### src/rtl/fa_chk_pkg.sv
// Shared types and the full-adder reference model used by the response checker.
package fa_chk_pkg;

    typedef struct packed {
        logic a;
        logic b;
        logic ci;
    } fa_vec_t;

    typedef struct packed {
        logic cry;
        logic s;
    } fa_rsp_t;

    // Packs as {a,b,ci,cry,s}
    typedef struct packed {
        fa_vec_t vec;
        fa_rsp_t rsp;
    } fa_exp_t;

    typedef enum logic [1:0] {
        S_IDLE = 2'd0,
        S_RUN  = 2'd1,
        S_DONE = 2'd2
    } chk_state_e;

    // Golden full-adder behaviour.
    function automatic fa_rsp_t fa_ref(input fa_vec_t v);
        fa_rsp_t r;
        r.s   = v.a ^ v.b ^ v.ci;
        r.cry = (v.a & v.b) | (v.ci & (v.a ^ v.b));
        return r;
    endfunction

endpackage

### src/rtl/fa_exp_fifo.sv
// In-order queue of expected full-adder results awaiting a DUT response.
module fa_exp_fifo
    import fa_chk_pkg::*;
#(
    parameter int DEPTH = 4
) (
    input  logic    clk,
    input  logic    rst,
    input  logic    clr,
    input  logic    push,
    input  fa_exp_t push_data,
    input  logic    pop,
    output fa_exp_t head,
    output logic    full,
    output logic    empty
);

    localparam int AW = $clog2(DEPTH);

    fa_exp_t       mem [DEPTH];
    logic [AW:0]   wr_ptr;
    logic [AW:0]   rd_ptr;

    // The extra pointer MSB tells a wrapped-full FIFO apart from an empty one.
    assign empty = (wr_ptr == rd_ptr);
    assign full  = (wr_ptr[AW] != rd_ptr[AW]) && (wr_ptr[AW-1:0] == rd_ptr[AW-1:0]);
    assign head  = mem[rd_ptr[AW-1:0]];

    // Pointer control; clr empties the queue at the start of every run.
    always_ff @(posedge clk) begin
        if (rst || clr) begin
            wr_ptr <= '0;
            rd_ptr <= '0;
        end else begin
            if (push && !full) begin
                wr_ptr <= wr_ptr + 1'b1;
            end
            if (pop && !empty) begin
                rd_ptr <= rd_ptr + 1'b1;
            end
        end
    end

    // Storage is data only and needs no reset.
    always_ff @(posedge clk) begin
        if (push && !full && !clr) begin
            mem[wr_ptr[AW-1:0]] <= push_data;
        end
    end

endmodule

### config.mk
export PLATFORM = sky130hd
export DESIGN_NAME = fa_exp_fifo
export DESIGN_NICKNAME = d
export VERILOG_FILES = /design/src/rtl/fa_chk_pkg.sv /design/src/rtl/fa_exp_fifo.sv
export SDC_FILE = /design/constraint.sdc
export NUM_CORES = 1
export LEC_CHECK = 0
export ABC_CLOCK_PERIOD_IN_PS = 3700
export CORE_AREA = 2 2 67 69
export DETAILED_ROUTE_END_ITERATION = 12
export DIE_AREA = 0 0 69 71
export HOLD_SLACK_MARGIN = 0.08
export SLEW_MARGIN = 10
export SYNTH_ARGS = -nofsm -noshare
export SYNTH_HDL_FRONTEND = slang
export SYNTH_SLANG_ARGS = --single-unit
### constraint.sdc
create_clock -name clk -period 3.7 [get_ports clk]
set_clock_uncertainty 0.15 [all_clocks]
set_input_delay 0.74 -clock clk [delete_from_list [all_inputs] [get_ports clk]]
set_output_delay 0.74 -clock clk [all_outputs]
set_load 0.005 [all_outputs]
After elaboration in Yosys (flattened, before gate mapping)
Memory sizes are Yosys's and may differ from the RTL's. A register that Yosys moved wholly into a read port is not among the register bits.
Cells that the tools add are included.
W data, S select, Z words.
{"block": "word_totals", "reg_bits": 6, "latch_bits": 0, "ramBits": 20, "out_inout_bits": 7, "in_bits": 10, "n_memories": 1, "mem_bits_ro": 0, "wordCells": 20}
{"block": "classes", "n_eq_ne": 3, "multipliers": 0, "bitwise": 0, "n_shift": 0, "add_sub_neg": 2, "mux": 4, "reduce_logical": 8, "order_cmp": 0, "n_div": 0}
{"memory": "mem", "words": 4, "word_bits": 5, "rd": 1, "rd_clocked_by_memory_dff": 1, "write_ports": 1, "line": "fa_exp_fifo.sv:20", "source": "fa_exp_t mem [DEPTH];"}
{"operator": "$add A3 B1 Y3 const B", "count": 2}
{"operator": "$logic_and A1 B1 Y1", "count": 4}
{"operator": "$mux W2", "count": 2}
{"operator": "$eq A3 B3 Y1", "count": 1}
{"operator": "$logic_not A1 Y1", "count": 3}
{"operator": "$eq A2 B2 Y1", "count": 1}
{"operator": "$mux W1", "count": 2}
{"operator": "$logic_or A1 B1 Y1", "count": 1}
{"operator": "$ne A1 B1 Y1", "count": 1}

Depth between registers and ports, before layout
Gate-level depths: netlist of the first run.
{"block": "depth", "word_depth": 7, "mapped_depth": 6, "mapped_depth_nobuf": 5}

Worst setup path after synthesis of the first run
Ideal clock, no wire load.
{"block": "synth_timing", "kind": "reg-to-output", "from": "register with a tool-made name", "to": "output port head[0] (netlist bit)", "n_path_buf": 1, "path_stages_with_launch": 3, "arrival_ps": 975, "required_time_ps": 2810, "setup_slack_ps": 1835, "cell_sequence": "dfxtp_1 > buf_2 > mux4_2"}
{"item": "end, declared", "line": "fa_exp_fifo.sv:13", "source": "output fa_exp_t head,"}

Final worst setup path of the first run
{"block": "layout_timing", "from": "register wr_ptr[1]", "to": "output port empty"}
{"block": "layout_via", "elab_chain_cells": 1}
{"item": "start, declared", "line": "fa_exp_fifo.sv:21", "source": "logic [AW:0] wr_ptr;"}
{"item": "start signal, assigned", "line": "fa_exp_fifo.sv:36", "source": "wr_ptr <= wr_ptr + 1'b1;"}
{"item": "$eq A3 B3 Y1", "line": "fa_exp_fifo.sv:25", "source": "assign empty = (wr_ptr == rd_ptr);"}
{"item": "end, declared", "line": "fa_exp_fifo.sv:15", "source": "output logic empty"}
No other way between the ends.

==> results of run 1 <==
state kept, by name (all words and copies together) (netlist names), named ones only:
| name | flops |
|---|---|
| mem | 20 |
| wr_ptr | 3 |
| rd_ptr | 3 |
metrics by stage:
stage | instances | util, % | power [mW] | setup WS, ns | hold WS (ns)
global route | 166 | 38.54 | 0.6614 | 0.8625 | 0.4781
floorplan | 99 | - | 0.3769 | 1.835 | 0.3700
finish | 166 | 38.54 | 0.6345 | 1.005 | 0.4237
CTS | 166 | 38.54 | 0.6419 | 0.9757 | 0.4293
detailed placement | 162 | 36.85 | 0.4044 | 1.233 | 0.4152
global placement | 162 | 36.85 | 0.4032 | 1.274 | 0.4001
synth_stat cells:
cell type	instances	area share (%)
a211o_1	1	0.65
nand4bb_1	1	0.84
nor3_1	2	0.74
mux4_2	5	8.4
a31oi_1	4	1.9
a211oi_1	1	0.56
o211ai_1	2	1.1
ha_1	5	4.7
nand2_1	3	0.84
clkbuf_1	2	0.56
xor2_1	2	1.3
a311o_1	1	0.74
o21ai_0	2	0.74
nand2b_1	2	0.93
nand4_1	5	2.3
buf_2	2	0.74
nor3b_1	3	1.7
nor4b_1	4	2.6
and3_1	7	3.3
inv_1	2	0.56
nand3_1	5	1.9
buf_1	1	0.28
xor2_2	1	1.2
or2_2	1	0.47
edfxtp_1	20	45
dfxtp_1	8	12
xnor2_2	2	2.4
a21oi_1	4	1.5
xnor2_1	1	0.65
how the worst min path moves through the flow:
stage,start,to,slack [ns],depth (start not counted)
final,rd_ptr[2],rd_ptr[2],0.42,2
after global routing,rd_ptr[2],rd_ptr[2],0.48,2
after CTS,rd_ptr[2],rd_ptr[2],0.43,2
after detailed placement,rd_ptr[2],rd_ptr[2],0.42,2
after global placement,rd_ptr[2],rd_ptr[2],0.40,2
after floorplan,rd_ptr[2],rd_ptr[2],0.37,2
power groups by stage:
stage / Sequential, mW / Combinational [mW] / Clock, mW
global placement: 0.353 / 0.0502 / 0
CTS: 0.346 / 0.0513 / 0.245
finish: 0.346 / 0.0510 / 0.238
global route: 0.347 / 0.0551 / 0.259
floorplan: 0.351 / 0.0263 / 0
detailed placement: 0.353 / 0.0511 / 0
logic make-up after synthesis:
group | Yosys count
XOR/XNOR | 6
buffers and inverters | 7
multiplexers | 5
adder cells (fa/ha/maj) | 5
AO/OA/AOI/OAI | 15
AND/OR/NAND/NOR | 33
flip-flops | 28
routing by layer:
layer  global-route usage, %  up-vias  wire length, um
met5                       0        -                0
met4                   1.961        0               11
met3                   2.991        2              109
met2                   20.62       21             1306
met1                   14.27      433             1171
li1                        -      426                -
final cells by class:
class | instances | area (sq um) | area share [%]
inverters | 2 | 7.507 | 0.4633
well taps | 52 | 65.06 | 4.015
flip-flops and latches | 28 | 760.7 | 46.95
clock buffers | 3 | 41.29 | 2.548
clock inverters | 1 | 30.03 | 1.853
repair buffers | 16 | 160.2 | 9.884
multi-input cells | 64 | 555.5 | 34.29
worst reg2reg max path, delay by kind of cell, from the launching register on:
kind	cells	cell delay [ns]
flip-flops	1	0.53
AND/OR/NAND/NOR	1	0.36
AO/OA/AOI/OAI	1	0.30
XOR/XNOR	1	0.21
==> impl_metrics.tcl, run 1 <==
set metrics [dict create \
    holdBufCountCts 0 \
    cts_setup_buffers 0 \
    wl_per_cell_um 15.65 \
    synth_area_per_cell_sq_um 13.59 \
    ys_ff_latch 28 \
    fp.dieH_um 71 \
    synth_nets 114 \
    clkLatencyLatePin_ns 0.27 \
    path_clk_slew_ns 0.09 \
    grt_use_total_pct 11.52 \
    endpoint_kind "primary output" \
    crit_fanout 9 \
    crit_required_ns 2.81 \
    routed_via_density 5.313 \
    finalHoldViolCount 0 \
    final_cell_mix "20 x edfxtp_1, 16 x clkdlybuf4s50_1, 8 x dfxtp_1" \
    critPathCapture "empty" \
    critPathTopFamily "flip-flops" \
    grt_pass1_wl_mm 4.498 \
    syn_to_final_growth_pct 20.46 \
    p_sw_uw 121.4 \
    drt_iter0_markers 36 \
    critical_path.startpoint "wr_ptr[1]" \
    ctsResizeCount 0 \
    p_int_uw 513.1 \
    max_clock_freq_mhz 371.1 \
    via_count 882 \
    dp_hpwl_mm 1.947 \
    r2r_start "wr_ptr[0]" \
    final_common_cell "edfxtp_1" \
    syn_inst 99 \
    max_cap_viol_count 0 \
    synthAdderAreaFrac_pct 4.651 \
    p_per_area_nw_per_um2 391.6 \
    p_comb_share_pct 8.0 \
    clockBufferDepth 2 \
    synth_cell_types 29 \
    relSlewSlack_pct 68.77 \
    grt_overflow 0 \
    ios 17 \
    nets 130 \
    fin_crit_sh_pct 72.83 \
    reg2regPathDepth 3 \
    post-route-drc-count 0 \
    path_class "flop to primary output" \
    worst_pin_slew_ns 0.4651 \
    peakVddDrop_uv 269.2 \
    finalSetupTns_ns 0 \
    grt_pass1_vias 881 \
    initial_utilization_pct 31.99 \
    die_area_sq_um 4899 \
    portBuffers 16 \
    antenna_found_initial 0 \
    seq_area_frac_synth_pct 56.56 \
    cts_tree "done" \
    synth-simple-area-share_pct 15.53 \
    ctsHtreeMaxLevel 1 \
    grt_max_degree 17 \
    pwr-share-seq_pct 54.5 \
    ys_warn_count 0 \
    synth_top_family_by_area "simple AND/OR/NAND/NOR gates" \
    drt_wl_total_mm 2.598 \
    fin_crit_ns 2.695 \
    drive_above_1_share_pct 11.40 \
    p_clk_share_pct 37.5 \
    status "finished clean" \
    hold_class "flop to flop" \
    cp.depth 3 \
    rrSetupSlack_ns 1.84 \
    r2r-end "mem[1][1]" \
    row_count 24 \
    fp.coreArea_sq_um 4204 \
    synth_mux_area_share_pct 8.372 \
    cts_sinks 28 \
    leakage_nw 0.5461 \
    rsz0062_at_grt "no" \
    path_cells "xor2_1 -> nor3_1 -> clkdlybuf4s50_1" \
    mappedNetlistArea_sq_um 1345 \
    place.gp.congestion 0.8682 \
    p_sw_share_pct 19.13 \
    start_kind "flop" \
    cts_buffers 3 \
    dieWidth_um 69 \
    cp.buffers_inverters 1 \
    cp_slowest_cell "dfxtp_1" \
    antennaDiodeCount 0 \
    dpl_cell_area_sq_um 1549 \
    critical-path-max-stage-delay_ns 0.55 \
    slew_viol_final 0 \
    root_buffer "clkbuf_8" \
    design_area_sq_um 1620 \
    ant_nets 0 \
    synth_xor_xnor_area_share_pct 5.581 \
    synth-compound-area-share_pct 7.163 \
    firstDrtPassIters 4 \
    finalSetupViolCount 0 \
    cp.arrival_ns 1.80 \
    fillers 408 \
]
Power figures use the tool's default switching activity.
==> run 2: changes to the inputs <==
--- a/config.mk
+++ b/config.mk
@@ -5,7 +5,7 @@
 export SDC_FILE = /design/constraint.sdc
 export NUM_CORES = 1
 export LEC_CHECK = 0
-export ABC_CLOCK_PERIOD_IN_PS = 3700
+export ABC_CLOCK_PERIOD_IN_PS = 2800
 export CORE_AREA = 2 2 67 69
 export DETAILED_ROUTE_END_ITERATION = 12
 export DIE_AREA = 0 0 69 71
==> constraint.sdc (replaced) <==
create_clock -name clk -period 2.8 [get_ports clk]
set_clock_uncertainty 0.15 [all_clocks]
set_input_delay 0.56 -clock clk [delete_from_list [all_inputs] [get_ports clk]]
set_output_delay 0.56 -clock clk [all_outputs]
set_load 0.005 [all_outputs]
==> impl_metrics.tcl, run 2 (synthesis gave the netlist of run 1 again) <==
set metrics [dict create \
    largest_register_ffs 20 \
    wl_per_cell_um 15.15 \
    via_count 868 \
    holdBufCountCts 0 \
    cts_setup_buffers 0 \
    finalSetupViolCount 0 \
    final_cell_mix "20 x edfxtp_1, 16 x clkdlybuf4s50_1, 8 x dfxtp_1" \
    finalHoldViolCount 0 \
    dieWidth_um 69 \
    crit_fanout 5 \
    cp.buffers_inverters 1 \
    endpoint_kind "primary output" \
    die_area_sq_um 4899 \
    peakVddDrop_uv 173.0 \
    power_uw 828.9 \
    grt_max_degree 17 \
    rsz0062_at_grt "no" \
    fin_crit_ns 2.519 \
    fp.coreArea_sq_um 4204 \
    ios 17 \
    cp.arrival_ns 1.81 \
    slew_viol_final 0 \
    syn_to_final_growth_pct 21.02 \
    crit_required_ns 2.09 \
    firstDrtPassIters 4 \
    path_cells "mux4_2 -> clkdlybuf4s50_1" \
    p_per_area_nw_per_um2 509.2 \
    clkLatencyLatePin_ns 0.26 \
    finalSetupTns_ns 0 \
    post-route-drc-count 0 \
    drt_wl_total_mm 2.530 \
    p_clk_share_pct 36.7 \
    p_sw_share_pct 18.19 \
    routed_via_density 5.198 \
    clockBufferDepth 2 \
    path_class "flop to primary output" \
    grt_overflow 0 \
    setup_ws_ns 0.2811 \
    max_clock_freq_mhz 397.0 \
    drive_above_1_share_pct 12.17 \
    path_clk_slew_ns 0.09 \
    pre_cts_slack_ns 0.4980 \
    antennaDiodeCount 0 \
    place.gp.congestion 0.7977 \
    grt_pass1_wl_mm 4.160 \
    worst_pin_slew_ns 0.4882 \
    grt_pass1_vias 877 \
    nets 131 \
    ctsResizeCount 0 \
    relSlewSlack_pct 67.22 \
    ant_nets 0 \
    max_cap_viol_count 0 \
    ctsHtreeMaxLevel 1 \
    initial_utilization_pct 31.99 \
    final_common_cell "edfxtp_1" \
    antenna_found_initial 0 \
    root_buffer "clkbuf_8" \
    drt_iter0_markers 31 \
    status "finished clean" \
    grt_use_total_pct 10.47 \
    start_kind "flop" \
    p_comb_share_pct 8.3 \
    portBuffers 16 \
    pwr-share-seq_pct 55.0 \
    critical-path-max-stage-delay_ns 0.56 \
    hold_class "flop to flop" \
    cp_slowest_cell "mux4_2" \
    cts_tree "done" \
    dp_hpwl_mm 1.937 \
    fp.dieH_um 71 \
    leakage_nw 0.5516 \
    p_int_uw 678.1 \
    p_sw_uw 150.8 \
    cts_buffers 3 \
    fin_crit_sh_pct 89.96 \
    critPathTopFamily "multiplexers" \
    row_count 24 \
    cts_sinks 28 \
]
run 2: through the flow:
step           hold WS (ns)  utilization (%)  instance area (sq um)  cells
2_1_floorplan        0.3700                -                   1345     99
3_3_place_gp         0.3955            37.02                   1556    163
3_5_place_dp         0.4058            37.02                   1556    163
4_1_cts              0.4205            38.72                   1628    167
5_1_grt              0.4432            38.72                   1628    167
6_report             0.4129            38.72                   1628    167
run 2: tightest hold or removal path: cells and delay by family, from the launching register on:
| family | cells | cell delay, ns |
|---|---|---|
| compound gates | 1 | 0.06 |
| flops | 1 | 0.38 |
| simple gates | 1 | 0.08 |
run 2: power groups by stage:
stage | clock network [mW] | registers [mW] | logic, mW
2_1_floorplan | 0 | 0.463 | 0.0347
3_3_place_gp | 0 | 0.466 | 0.0671
6_report | 0.304 | 0.456 | 0.0685
4_1_cts | 0.310 | 0.457 | 0.0690
3_5_place_dp | 0 | 0.466 | 0.0684
5_1_grt | 0.326 | 0.458 | 0.0743
run 2: cell type report:
type,instances,area [sq um]
Timing Repair Buffer,17,167.7
Fill cell,408,2576
Sequential cell,28,760.7
Clock buffer,3,41.29
Inverter,2,7.507
Tap cell,52,65.06
Multi-Input combinational cell,64,555.5
Clock inverter,1,30.03
run 2: final timing paths:
path / start / endpoint / slack [ns] / cells past startpoint
worst min register to register: rd_ptr[2] / rd_ptr[2] / 0.41 / 2
worst min-delay path: rd_ptr[2] / rd_ptr[2] / 0.41 / 2
worst max register to register: wr_ptr[0] / mem[1][0] / 0.91 / 3
worst max-delay path: flop / head[4] / 0.28 / 2
run 2: metal layers:
metal  wire length [um]  GRT usage, %  up-vias
met5                  0             0        -
met4                 10         2.614        0
met3                 96         1.709        2
met2               1304         19.66       17
met1               1118         12.49      427
li1                   -             -      422
==> run 3: changes to the inputs <==
--- a/config.mk
+++ b/config.mk
@@ -7,6 +7,7 @@
 export LEC_CHECK = 0
 export ABC_CLOCK_PERIOD_IN_PS = 2800
 export CORE_AREA = 2 2 67 69
+export CTS_CLUSTER_DIAMETER = 120
 export DETAILED_ROUTE_END_ITERATION = 12
 export DIE_AREA = 0 0 69 71
 export HOLD_SLACK_MARGIN = 0.08
==> results of run 3 <==
Final layout, timing and power as in run 2 (identical DEF).
